**config.mk**
```make
export PLATFORM = sky130hd
export DESIGN_NAME = seq_mul
export DESIGN_NICKNAME = d
export VERILOG_FILES = /design/src/rtl/seq_mul.sv
export SDC_FILE = /design/constraint.sdc
export NUM_CORES = 1
export LEC_CHECK = 0
export CAP_MARGIN = 20
export CELL_PAD_IN_SITES_DETAIL_PLACEMENT = 0
export CELL_PAD_IN_SITES_GLOBAL_PLACEMENT = 2
export CORE_ASPECT_RATIO = 0.5
export CORE_UTILIZATION = 34
export DETAILED_ROUTE_END_ITERATION = 7
export PLACE_DENSITY = 0.81
export SETUP_SLACK_MARGIN = 0.05
export SKIP_LAST_GASP = 1
export SLEW_MARGIN = 5
export SYNTH_ARGS = -nofsm -noshare
export SYNTH_HDL_FRONTEND = slang
export SYNTH_SLANG_ARGS = --single-unit
```
**constraint.sdc**
```tcl
create_clock -name clk -period 3.15 [get_ports clk]
set_input_delay 0.315 -clock clk [delete_from_list [all_inputs] [get_ports clk]]
set_output_delay 0.315 -clock clk [all_outputs]
set_load 0.1 [all_outputs]
```
**src/rtl/seq_mul.sv**
```systemverilog
// rtl/seq_mul.sv - sequential shift-and-add multiplier, signed/unsigned, start/done handshake
module seq_mul #(
    parameter int WIDTH = 8
) (
    input  logic               clk,
    input  logic               rst,
    input  logic               start,
    input  logic               signed_mode,
    input  logic [WIDTH-1:0]   in1,
    input  logic [WIDTH-1:0]   in2,
    output logic               busy,
    output logic               done,
    output logic [2*WIDTH-1:0] pro
);
    localparam int CW = $clog2(WIDTH + 1);

    typedef enum logic {IDLE, RUN} state_t;

    state_t               state_q, state_d;
    logic                 neg_q, neg_d;
    logic [WIDTH-1:0]     mcand_q, mcand_d;
    logic [WIDTH-1:0]     acc_q, acc_d;
    logic [WIDTH-1:0]     mplier_q, mplier_d;
    logic [CW-1:0]        cnt_q, cnt_d;
    logic [2*WIDTH-1:0]   pro_q, pro_d;
    logic                 done_q, done_d;

    logic [WIDTH-1:0]     mag1, mag2;
    logic [WIDTH:0]       sum;
    logic [2*WIDTH-1:0]   prod_next;

    // Operands are processed as magnitudes; the sign is reapplied on completion.
    assign mag1 = (signed_mode && in1[WIDTH-1]) ? -in1 : in1;
    assign mag2 = (signed_mode && in2[WIDTH-1]) ? -in2 : in2;

    assign sum       = {1'b0, acc_q} + {1'b0, (mplier_q[0] ? mcand_q : '0)};
    assign prod_next = {sum, mplier_q[WIDTH-1:1]};

    always_comb begin
        state_d  = state_q;
        neg_d    = neg_q;
        mcand_d  = mcand_q;
        acc_d    = acc_q;
        mplier_d = mplier_q;
        cnt_d    = cnt_q;
        pro_d    = pro_q;
        done_d   = 1'b0;
        case (state_q)
            IDLE: begin
                if (start) begin
                    mcand_d  = mag1;
                    mplier_d = mag2;
                    acc_d    = '0;
                    cnt_d    = '0;
                    // A zero operand never yields a negative result.
                    neg_d    = signed_mode & (in1[WIDTH-1] ^ in2[WIDTH-1]) & (|in1) & (|in2);
                    state_d  = RUN;
                end
            end
            RUN: begin
                acc_d    = sum[WIDTH:1];
                mplier_d = {sum[0], mplier_q[WIDTH-1:1]};
                cnt_d    = cnt_q + 1'b1;
                if (cnt_q == CW'(WIDTH - 1)) begin
                    pro_d   = neg_q ? -prod_next : prod_next;
                    done_d  = 1'b1;
                    state_d = IDLE;
                end
            end
            default: state_d = IDLE;
        endcase
    end

    always_ff @(posedge clk or posedge rst) begin
        if (rst) begin
            state_q  <= IDLE;
            neg_q    <= 1'b0;
            mcand_q  <= '0;
            acc_q    <= '0;
            mplier_q <= '0;
            cnt_q    <= '0;
            pro_q    <= '0;
            done_q   <= 1'b0;
        end else begin
            state_q  <= state_d;
            neg_q    <= neg_d;
            mcand_q  <= mcand_d;
            acc_q    <= acc_d;
            mplier_q <= mplier_d;
            cnt_q    <= cnt_d;
            pro_q    <= pro_d;
            done_q   <= done_d;
        end
    end

    assign busy = (state_q == RUN);
    assign done = done_q;
    assign pro  = pro_q;
endmodule

```
==> implementation parameters, run 1 <==
Parameter                              Value

Routing
  Average wire per standard cell ... 13.5 um
  Drt first pass iters ... 4
  Initial drt markers ... 102
  Number of antenna-violating nets in the routed design ... 0
  Via count ... 2188
  Vias per std cell ... 4.86
  Final WL ... 6060 um
  Residual DRC ... 0

Floorplan
  Ports ... 38
  Starting density of the core ... 0.365
  Y dimension of the die ... 65.9 um
  Floorplan row count ... 22
  Total core area ... 7600 sq um
  Floorplan die area ... 8550 sq um
  Horizontal extent of the die ... 130 um

STA
  Least setup slack across all paths after layout ... 0.255 ns
  Post-Route Setup TNS ... 0 ns
  Post-route worst hold slack ... 0.336 ns
  Transition time of the tightest slew-check pin ... 1.03 ns
  Final setup vio count ... 0
  Crit share post-route ... 0.919
  Final number of hold-violating endpoints ... 0
  Fmax achieved ... 345 MHz
  Unrepaired setup endpoints after global routing ... false
  Final worst path period need ... 2.90 ns
  Final Max Slew Viols ... 0
  Clock Skews ... 0.00596 ns
  Worst slew margin relative to its limit ... 0.314

Pwr
  Areal power density over the cells ... 1110 nW/um^2
  Pwr Total ... 3810 uW
  Pleak ... 0.00148 uW
  Peak supply drop ... 0.497 mV

Clock tree
  Clock tree from TritonCTS ... yes
  Clock transition time at the flip-flop clock pins of the worst setup and hold paths ... 0.06 ns
  Total CTS buffers ... 5
  Number of clock sinks seen by CTS ... 47
  Clk root buf ... clkbuf_16
  Clock latency of the later-clocked register in the worst-skew pair ... 0.28 ns
  Number of hold buffers added after cts ... 0
  Level count of the clock H-tree ... 2
  Clk buf depth ... 2

Finish
  Diode count ... 0
  Most frequent cells in the layout ... o21ai_0 (48), nand2_1 (46), dfrtp_1 (46)
  Share of layout cells above drive strength 1 ... 0.0643
  Number of standard cells in the layout, taps in and fillers out ... 450
  Post-synthesis to final-layout area growth ... 23.6%
  Number of fillers in the final layout ... 775
  Most common library cell in the layout ignoring fill and taps ... o21ai_0
  Net count reported at finish ... 374

Synthesis
  Warnings from Yosys ... 0
  Synthesized cell area ... 2770 sq um
  Share of flip-flops with an asynchronous set or reset ... 1.00
  Main area contributors after synthesis ... dfrtp_1 (42%), o21ai_0 (8.7%), nand2_1 (6.2%)
  Mean post-synth cell area ... 9.01 sq um
  Cells after Synth ... 308
  Sequential area share after synthesis ... 0.424
  Post-synth EDFFs ... 0
  Register bit count reported by yosys ... 47
  Net count after synthesis ... 341
  Post-synthesis cell type count ... 44
  Top-area cell type share of the netlist area ... 0.424
  Post-synth top flop ... dfrtp_1
  Yosys top cell by area ... dfrtp_1

Critical path
  Sort of element at the end of the critical path ... register
  Arrival time of data at the critical path endpoint ... 3.06 ns
  Series of cell instances along the critical path ... and2_1 -> ha_1 -> fa_2 -> nor4_2 -> nand2_1 -> nor2_1 -> or4b_4 -> o41ai_4 -> xor2_1 -> o21ai_1
  Crit path buf inv count ... 0
  Critical path's largest stage delay ... 0.50 ns
  Type of the worst setup path ... reg2reg
  Required arrival time at the worst endpoint ... 3.31 ns
  Family with the most delay on the worst path ... simple AND/OR/NAND/NOR gates
  Nature of the critical path startpoint ... register
  Highest net fanout along the worst path ... 4
  Worst-path cell with the longest stage delay ... or4b_4

Place
  Dpl cells ... 440
  Detail Placement HPWL ... 4610 um
  Minimum setup slack after placement ... 0.134 ns
  Number of I/O port buffers ... 37
  Final estimated routing congestion in global placement ... 0.814

Global routing
  Global-route usage over all layers ... 0.158
  Largest net degree at the start of global routing ... 48
  Global-route wire length before repair ... 10300 um
  Number of antenna violations at the first check in global routing ... 0
  Overall overflow remaining after global route ... 0
  Number of global-route vias before repair ... 2031

Job
  Number of max-cap violations ... 0

Outcome
  Result of the run ... completed

Hold path
  Worst hold-check path type ... in2async
sequential cells by signal, summed over array words and instances, names as in the netlist:
| name | flops |
|---|---|
| pro | 16 |
| acc_q | 8 |
| cnt_q | 4 |
| done | 1 |
| busy | 1 |
| neg_q | 1 |
| mplier_q | 8 |
| mcand_q | 8 |
area by class of cell:
cell class,instances,area (sq um),area share
inverter,13,48.8,0.0142
timing repair buffer,41,410,0.120
multi-input combinational,233,1500,0.438
clock buffer,8,156,0.0456
tap,108,135,0.0394
sequential,47,1180,0.343
through the flow:
| stage | cell area, sq um | util |
|---|---|---|
| 2_1_floorplan | 2770 | - |
| 3_3_place_gp | 3220 | 0.424 |
| 3_5_place_dp | 3220 | 0.424 |
| 4_1_cts | 3380 | 0.445 |
| 5_1_grt | 3430 | 0.451 |
| 6_report | 3430 | 0.451 |
worst register-to-register path, delay by kind of cell, from the launching register on:
| kind | cells | cell delay [ns] |
|---|---|---|
| AND/OR/NAND/NOR | 5 | 1.17 |
| XOR/XNOR | 1 | 0.17 |
| adder cells (fa/ha/maj) | 2 | 0.66 |
| flip-flops | 1 | 0.42 |
| AO/OA/AOI/OAI | 2 | 0.37 |
cells by family after synthesis:
group | count (synthesis) | share of synthesized area
buf+inv | 28 | 0.0419
flops | 47 | 0.424
xor+xnor | 29 | 0.0916
fa+ha+maj | 13 | 0.0613
compound gates | 88 | 0.193
simple gates | 98 | 0.170
mux | 5 | 0.0185
worst paths after layout:
kind / from / depth (start not counted) / endpoint / slack (ns)
worst max-delay path: mplier_q[0] / 10 / pro[15] / 0.25
worst min-delay path: rst / 2 / pro[12] / 0.34
worst max register to register: mplier_q[0] / 10 / pro[15] / 0.25
worst min register to register: mcand_q[0] / 2 / mcand_q[0] / 0.47
max in group asynchronous: rst / 3 / mplier_q[0] / 2.31
min in group clk: mcand_q[0] / 2 / mcand_q[0] / 0.47
power by group:
group	internal [uW]	switching, uW
Sequential	876	301
Combinational	710	1370
Clock	338	211
Total	1920	1880
synth_stat cells, types with 3 or more instances:
| cell | instances |
|---|---|
| a21oi_1 | 12 |
| a22o_1 | 7 |
| and2_1 | 8 |
| clkbuf_1 | 12 |
| dfrtp_1 | 47 |
| ha_1 | 12 |
| inv_1 | 13 |
| mux2i_1 | 4 |
| nand2_1 | 46 |
| nand2b_1 | 4 |
| nand3_1 | 8 |
| nor2_1 | 11 |
| nor3_1 | 3 |
| nor4_1 | 3 |
| o21ai_0 | 48 |
| o21bai_1 | 3 |
| o31ai_1 | 4 |
| o41ai_1 | 3 |
| or3_1 | 5 |
| xnor2_1 | 14 |
| xor2_1 | 15 |
layer usage:
metal / vias up / global-route usage / routed length, um
met5: - / 0 / 0
met3: 5 / 0.0356 / 348
li1: 1138 / - / -
met2: 53 / 0.203 / 2090
met4: 0 / 0.0436 / 59
met1: 992 / 0.254 / 3560
repair_timing:
action | CTS | global route
resized for setup | 0 | 4
endpoints found under the setup margin | 0 | 1
setup buffers | 0 | 1
Note: power is estimated with default switching activity, not from simulation.
==> inputs of run 2 (changes only) <==
--- a/config.mk
+++ b/config.mk
@@ -10,7 +10,7 @@
 export CELL_PAD_IN_SITES_GLOBAL_PLACEMENT = 2
 export CORE_ASPECT_RATIO = 0.5
-export CORE_UTILIZATION = 34
+export CORE_UTILIZATION = 36
 export DETAILED_ROUTE_END_ITERATION = 7
-export PLACE_DENSITY = 0.81
+export PLACE_DENSITY = 0.85
 export SETUP_SLACK_MARGIN = 0.05
 export SKIP_LAST_GASP = 1
==> constraint.sdc (replaced) <==
create_clock -name clk -period 3.6 [get_ports clk]
set_input_delay 0.36 -clock clk [delete_from_list [all_inputs] [get_ports clk]]
set_output_delay 0.36 -clock clk [all_outputs]
set_load 0.005 [all_outputs]
==> run 2 against run 1 <==
Compared with the run above: flip-flop and latch count unchanged; worst hold slack improved by 0.031 ns; clock-buffer cell count unchanged; die area decreased by 5.4%; via count decreased by 0.37%; final area decreased by 1.2%; wire length decreased by 1.1%; utilization increased by 0.62 points; critical path depth unchanged; register-to-register slack improved by 0.30 ns; sequential share of layout area increased by 0.38 points; global-route usage increased by 0.56 points; largest cell class unchanged.
==> implementation parameters, run 2 (same netlist as run 1, synthesis figures left out) <==
Parameter                              Value

Pwr
  Internal power of the cells ... 1670 uW (-13%)
  Relative contribution of sequential cells to total power ... 0.381 (+0.072)
  P_sw ... 1040 uW (-45%)
  Logic pwr share ... 0.442 (-0.105)
  Switching part of the total power ... 0.385 (-0.110)
  Areal power density over the cells ... 799 nW/um^2 (-28%)
  Pleak ... 0.00147 uW (-0.21%)
  Peak supply drop ... 0.304 mV (-39%)
  Part of the power in the clock network ... 0.177 (+0.033)

Routing
  Residual DRC ... 0 (unchanged)
  Final WL ... 5990 um (-1.1%)
  Vias per std cell ... 4.99 (+2.6%)
  Average wire per standard cell ... 13.7 um (+1.8%)
  Number of antenna-violating nets in the routed design ... 0 (unchanged)
  Drt first pass iters ... 4 (unchanged)
  Initial drt markers ... 124 (+22%)
  Via count ... 2180 (-0.37%)

Finish
  Most common library cell in the layout ignoring fill and taps ... o21ai_0
  Storage cell area ... 1180 sq um (-0.11%)
  Net count reported at finish ... 373 (-0.27%)
  Share of layout cells above drive strength 1 ... 0.0499 (-0.0145)
  Diode count ... 0 (unchanged)
  Combined area of the multi-input logic cells ... 1480 sq um (-1.3%)
  Max FFs per register ... 16 (unchanged)
  Number of fillers in the final layout ... 727 (-6.2%)
  Post-synthesis to final-layout area growth ... 22.1%
  Most frequent cells in the layout ... o21ai_0 (48), dfrtp_1 (47), nand2_1 (46)
  Number of standard cells in the layout, taps in and fillers out ... 437 (-2.9%)

Place
  Final estimated routing congestion in global placement ... 0.819 (+0.59%)
  Minimum setup slack after placement ... 0.554 ns (+0.420 ns)
  Detail Placement HPWL ... 4550 um (-1.3%)
  Number of I/O port buffers ... 37 (unchanged)
  Dpl cells ... 428 (-2.7%)

Critical path
  Sort of element at the end of the critical path ... register
  Required arrival time at the worst endpoint ... 3.77 ns (+0.46 ns)
  Family with the most delay on the worst path ... simple AND/OR/NAND/NOR gates
  Highest net fanout along the worst path ... 9 (+5)
  Critical path's largest stage delay ... 0.50 ns (about the same)
  Crit path buf inv count ... 0 (unchanged)
  Arrival time of data at the critical path endpoint ... 3.21 ns (+0.15 ns)
  Worst-path cell with the longest stage delay ... fa_1
  Series of cell instances along the critical path ... and2_1 -> ha_1 -> fa_1 -> nor4_1 -> nand2_1 -> nor2_1 -> or4b_4 -> o41ai_2 -> xor2_1 -> o21ai_1
  Type of the worst setup path ... reg2reg
  Nature of the critical path startpoint ... register

Clock tree
  Clk root buf ... clkbuf_16
  Clock latency of the later-clocked register in the worst-skew pair ... 0.29 ns (about the same)
  Number of clock sinks seen by CTS ... 47 (unchanged)
  Post_cts resized ... 0 (unchanged)
  Clk buf depth ... 2 (unchanged)
  Clock tree from TritonCTS ... yes
  Post-CTS Setup Bufs ... 0 (unchanged)
  Level count of the clock H-tree ... 2 (unchanged)
  Total CTS buffers ... 5 (unchanged)
  Number of hold buffers added after cts ... 0 (unchanged)
  Clock transition time at the flip-flop clock pins of the worst setup and hold paths ... 0.06 ns (about the same)

Global routing
  Global-route wire length before repair ... 10300 um (about the same)
  Global-route usage over all layers ... 0.164 (+0.00555)
  Largest net degree at the start of global routing ... 48 (unchanged)
  Overall overflow remaining after global route ... 0 (unchanged)
  Number of global-route vias before repair ... 2116 (+4.2%)
  Number of antenna violations at the first check in global routing ... 0 (unchanged)

STA
  Final setup vio count ... 0 (unchanged)
  Final Max Slew Viols ... 0 (unchanged)
  Unrepaired setup endpoints after global routing ... false
  Clock Skews ... 0.00598 ns (+0.0000248 ns)
  Worst slew margin relative to its limit ... 0.335 (+0.0211)
  Final number of hold-violating endpoints ... 0 (unchanged)
  Post-Route Setup TNS ... 0 ns (unchanged)
  Fmax achieved ... 328 MHz (-4.9%)
  Post-route worst hold slack ... 0.367 ns (+0.0312 ns)
  Final worst path period need ... 3.04 ns (+0.150 ns)
  Least setup slack across all paths after layout ... 0.555 ns (+0.300 ns)
  Crit share post-route ... 0.846 (-0.0734)
  Transition time of the tightest slew-check pin ... 0.997 ns (-0.0317 ns)

Floorplan
  Total core area ... 7400 sq um (-2.5%)
  Floorplan die area ... 8080 sq um (-5.4%)
  Floorplan row count ... 22 (unchanged)
  Y dimension of the die ... 64.1 um (-2.7%)
  Ports ... 38 (unchanged)
  Horizontal extent of the die ... 126 um (-2.8%)
  Starting density of the core ... 0.375 (+0.00950)

Outcome
  Result of the run ... completed

Job
  Number of max-cap violations ... 0 (unchanged)

Hold path
  Worst hold-check path type ... in2async
## run 2: final timing paths
| path | slack [ns] | cells after the start | from | endpoint |
|---|---|---|---|---|
| worst max-delay path | 0.56 | 10 | mplier_q[0] | pro[15] |
| worst min-delay path | 0.37 | 2 | rst | pro[12] |
| worst max register to register | 0.56 | 10 | mplier_q[0] | pro[15] |
| worst min register to register | 0.47 | 1 | cnt_q[3] | cnt_q[3] |
| max in group asynchronous | 2.74 | 3 | rst | mplier_q[2] |
| min in group clk | 0.47 | 1 | cnt_q[3] | cnt_q[3] |
## run 2: worst reg2reg max path, stage by stage (launching register included)
cell and delay, ns:
dfrtp_1 0.45, and2_1 0.18, ha_1 0.20, fa_1 0.50, nor4_1 0.30, nand2_1 0.12
nor2_1 0.13, or4b_4 0.49, o41ai_2 0.31, xor2_1 0.18, o21ai_1 0.07
## run 2: routing by layer
layer  track usage  wire length [um]  share of wire  up-vias
li1              -                 -              -     1136
met1         0.240              3330           0.55      977
met2         0.235              2190           0.37       65
met3        0.0327               439          0.073        2
met4        0.0648                36         0.0060        0
met5             0                 0              0        -
## run 2: power by group through the flow
stage	registers (uW)	clock network, uW	logic [uW]
final	1030	480	1200
after global routing	1080	517	1360
after CTS	1040	496	1210
after detailed placement	1040	0	1210
after global placement	1030	0	1180
after floorplan	913	0	906
## run 2: layout make-up
| type | instances | area share |
|---|---|---|
| Inverter | 13 | 0.0144 |
| Clock buffer | 8 | 0.0462 |
| Timing Repair Buffer | 40 | 0.120 |
| Sequential cell | 47 | 0.347 |
| Multi-Input combinational cell | 233 | 0.437 |
| Tap cell | 96 | 0.0355 |
## run 2: stage by stage
stage                     cell area [sq um]  power [uW]   util
after detailed placement               3210        2250  0.434
after global placement                 3210        2210  0.434
after CTS                              3370        2740  0.455
final                                  3390        2710  0.458
after global routing                   3390        2960  0.458
after floorplan                        2770        1820      -
==> inputs of run 3 (changes only) <==
- CORE_UTILIZATION: 36 -> 34
- PLACE_DENSITY: 0.85 -> 0.81
- clock period: 3.6 -> 3.08 ns (I/O delays scaled with it)
==> run 3 against run 2 <==
Compared with the run above: final area rose by 1.1%; global-route usage about the same; setup slack got worse by 0.32 ns; flip-flop and latch count unchanged; highest routed layer unchanged; total power increased by 18%; critical endpoint unchanged; sequential share of layout area fell by 0.38 points.
==> implementation parameters, run 3 (same netlist as run 1, synthesis figures left out) <==
Parameter                              Value

Critical path
  Nature of the critical path startpoint ... register
  Stages on worst setup path ... 10 (unchanged)
  Highest net fanout along the worst path ... 4 (-5)
  Critical path's largest stage delay ... 0.52 ns (+0.02 ns)
  Crit path buf inv count ... 0 (unchanged)
  Worst-path cell with the longest stage delay ... or4b_4
  FF-to-FF Start ... mcand_q[0]
  Setup slack on the worst flop-to-flop path ... 0.24 ns (-0.32 ns)
  Reg2Reg Depth ... 10 (unchanged)
  Required arrival time at the worst endpoint ... 3.25 ns (-0.52 ns)
  Family with the most delay on the worst path ... compound AO/OA/AOI/OAI gates
  Worst setup path endpoint ... pro[15]
  Worst setup path start ... mcand_q[0]
  Sort of element at the end of the critical path ... register
  RR Endpoint ... pro[15]
  Arrival time of data at the critical path endpoint ... 3.01 ns (-0.20 ns)
  Series of cell instances along the critical path ... and2_1 -> ha_1 -> fa_1 -> a21o_1 -> a21oi_2 -> xnor2_2 -> or4b_4 -> o41ai_4 -> xor2_1 -> o21ai_1
  Type of the worst setup path ... reg2reg

Routing
  Number of antenna-violating nets in the routed design ... 0 (unchanged)
  Average wire per standard cell ... 13.6 um (-0.99%)
  Residual DRC ... 0 (unchanged)
  Final WL ... 6110 um (+2.0%)
  Initial drt markers ... 104 (-16%)
  Via count ... 2218 (+1.7%)
  Vias per std cell ... 4.93 (-1.2%)
  Drt first pass iters ... 4 (unchanged)

Floorplan
  Starting density of the core ... 0.365 (-0.00950)
  Horizontal extent of the die ... 130 um (+2.9%)
  Total core area ... 7600 sq um (+2.6%)
  Y dimension of the die ... 65.9 um (+2.8%)
  Ports ... 38 (unchanged)
  Floorplan die area ... 8550 sq um (+5.7%)
  Floorplan row count ... 22 (unchanged)

Finish
  Diode count ... 0 (unchanged)
  Most common library cell in the layout ignoring fill and taps ... o21ai_0
  Post-synthesis to final-layout area growth ... 23.5%
  Number of fillers in the final layout ... 764 (+5.1%)
  Net count reported at finish ... 376 (+0.80%)
  Most frequent cells in the layout ... o21ai_0 (48), dfrtp_1 (47), nand2_1 (46)
  Max FFs per register ... 16 (unchanged)
  Share of layout cells above drive strength 1 ... 0.0614 (+0.0116)
  Post-Layout Inst Area ... 3430 sq um (+1.1%)

Pwr
  Peak supply drop ... 0.271 mV (-11%)
  Relative contribution of sequential cells to total power ... 0.367 (-0.014)
  P_sw ... 1250 uW (+20%)
  Internal power of the cells ... 1940 uW (+17%)
  Part of the power in the clock network ... 0.158 (-0.019)
  Pleak ... 0.00148 uW (+0.54%)
  Logic pwr share ... 0.475 (+0.033)
  Areal power density over the cells ... 931 nW/um^2 (+16%)
  Switching part of the total power ... 0.391 (+0.00610)

Clock tree
  Clock latency of the later-clocked register in the worst-skew pair ... 0.28 ns (about the same)
  Clock tree from TritonCTS ... yes
  Clk buf depth ... 2 (unchanged)
  Number of hold buffers added after cts ... 0 (unchanged)
  Number of clock sinks seen by CTS ... 47 (unchanged)
  Total CTS buffers ... 5 (unchanged)
  Level count of the clock H-tree ... 2 (unchanged)
  Clk root buf ... clkbuf_16
  Clock transition time at the flip-flop clock pins of the worst setup and hold paths ... 0.06 ns (about the same)

STA
  Final setup vio count ... 0 (unchanged)
  Transition time of the tightest slew-check pin ... 0.596 ns (-0.401 ns)
  Least setup slack across all paths after layout ... 0.237 ns (-0.318 ns)
  Post-Route Setup TNS ... 0 ns (unchanged)
  Unrepaired setup endpoints after global routing ... false
  Fmax achieved ... 352 MHz (+7.1%)
  Final Max Slew Viols ... 0 (unchanged)
  Crit share post-route ... 0.923 (+0.0773)
  Final number of hold-violating endpoints ... 0 (unchanged)
  Final worst path period need ... 2.84 ns (-0.202 ns)
  Worst slew margin relative to its limit ... 0.602 (+0.266)
  Clock Skews ... 0.00516 ns (-0.000819 ns)

Global routing
  Number of global-route vias before repair ... 2110 (-0.28%)
  Largest net degree at the start of global routing ... 48 (unchanged)
  Overall overflow remaining after global route ... 0 (unchanged)
  Global-route usage over all layers ... 0.164 (-0.000207)
  Global-route wire length before repair ... 10600 um (+3.4%)
  Number of antenna violations at the first check in global routing ... 0 (unchanged)

Place
  Final estimated routing congestion in global placement ... 0.867 (+5.9%)
  Placed cell area ... 3240 sq um (+0.93%)
  Minimum setup slack after placement ... 0.161 ns (-0.392 ns)
  Number of I/O port buffers ... 37 (unchanged)
  Detail Placement HPWL ... 4650 um (+2.2%)

Job
  Number of max-cap violations ... 0 (unchanged)

Hold path
  Worst hold-check path type ... in2async

Outcome
  Result of the run ... completed
[run 3: metrics by stage]
step / std cells / hold slack (ns) / power (uW) / utilization
after CTS: 448 / 0.474 / 3160 / 0.444
after global routing: 450 / 0.273 / 3500 / 0.451
after detailed placement: 442 / 0.467 / 2650 / 0.427
final: 450 / 0.244 / 3190 / 0.451
after global placement: 442 / 0.450 / 2600 / 0.427
after floorplan: 308 / 0.442 / 2130 / -
[run 3: repair_timing]
item,4_1_cts,5_1_grt
setup buffers,0,1
resized for setup,0,4
setup endpoints to repair,0,1
[run 3: worst min path at each step]
| stage | cells past startpoint | start | endpoint |
|---|---|---|---|
| after global placement | 1 | cnt_q[3] | cnt_q[3] |
| after global routing | 2 | rst | pro[12] |
| after floorplan | 2 | mcand_q[2] | mcand_q[2] |
| after detailed placement | 1 | cnt_q[3] | cnt_q[3] |
| final | 2 | rst | pro[12] |
| after CTS | 1 | cnt_q[3] | cnt_q[3] |
[run 3: power groups by stage]
stage | combinational (uW) | clock (uW) | sequential (uW)
floorplan | 1060 | 0 | 1070
finish | 1520 | 504 | 1170
global route | 1720 | 549 | 1220
CTS | 1470 | 517 | 1170
global placement | 1440 | 0 | 1160
detailed placement | 1470 | 0 | 1180
[run 3: layout make-up]
type | count | area, sq um | share of cell area
Clock buffer | 6 | 129 | 0.0376
Inverter | 13 | 48.8 | 0.0142
Multi-Input combinational cell | 233 | 1510 | 0.440
Sequential cell | 47 | 1180 | 0.343
Tap cell | 108 | 135 | 0.0394
Timing Repair Buffer | 43 | 428 | 0.125
[run 3: worst register-to-register path: cells and delay by family (launching register included)]
| family | cells | cell delay, ns |
|---|---|---|
| xor gates and xnor gates | 2 | 0.28 |
| DFF | 1 | 0.37 |
| and+or+nand+nor | 2 | 0.68 |
| AOI/OAI and AO/OA | 4 | 0.74 |
| adders and majority gates | 2 | 0.66 |
[run 3: metal layers]
layer  GRT usage  part of all wire
met1       0.254              0.58
met2       0.221              0.37
met3      0.0356             0.038
met4      0.0480            0.0067
met5           0                 0
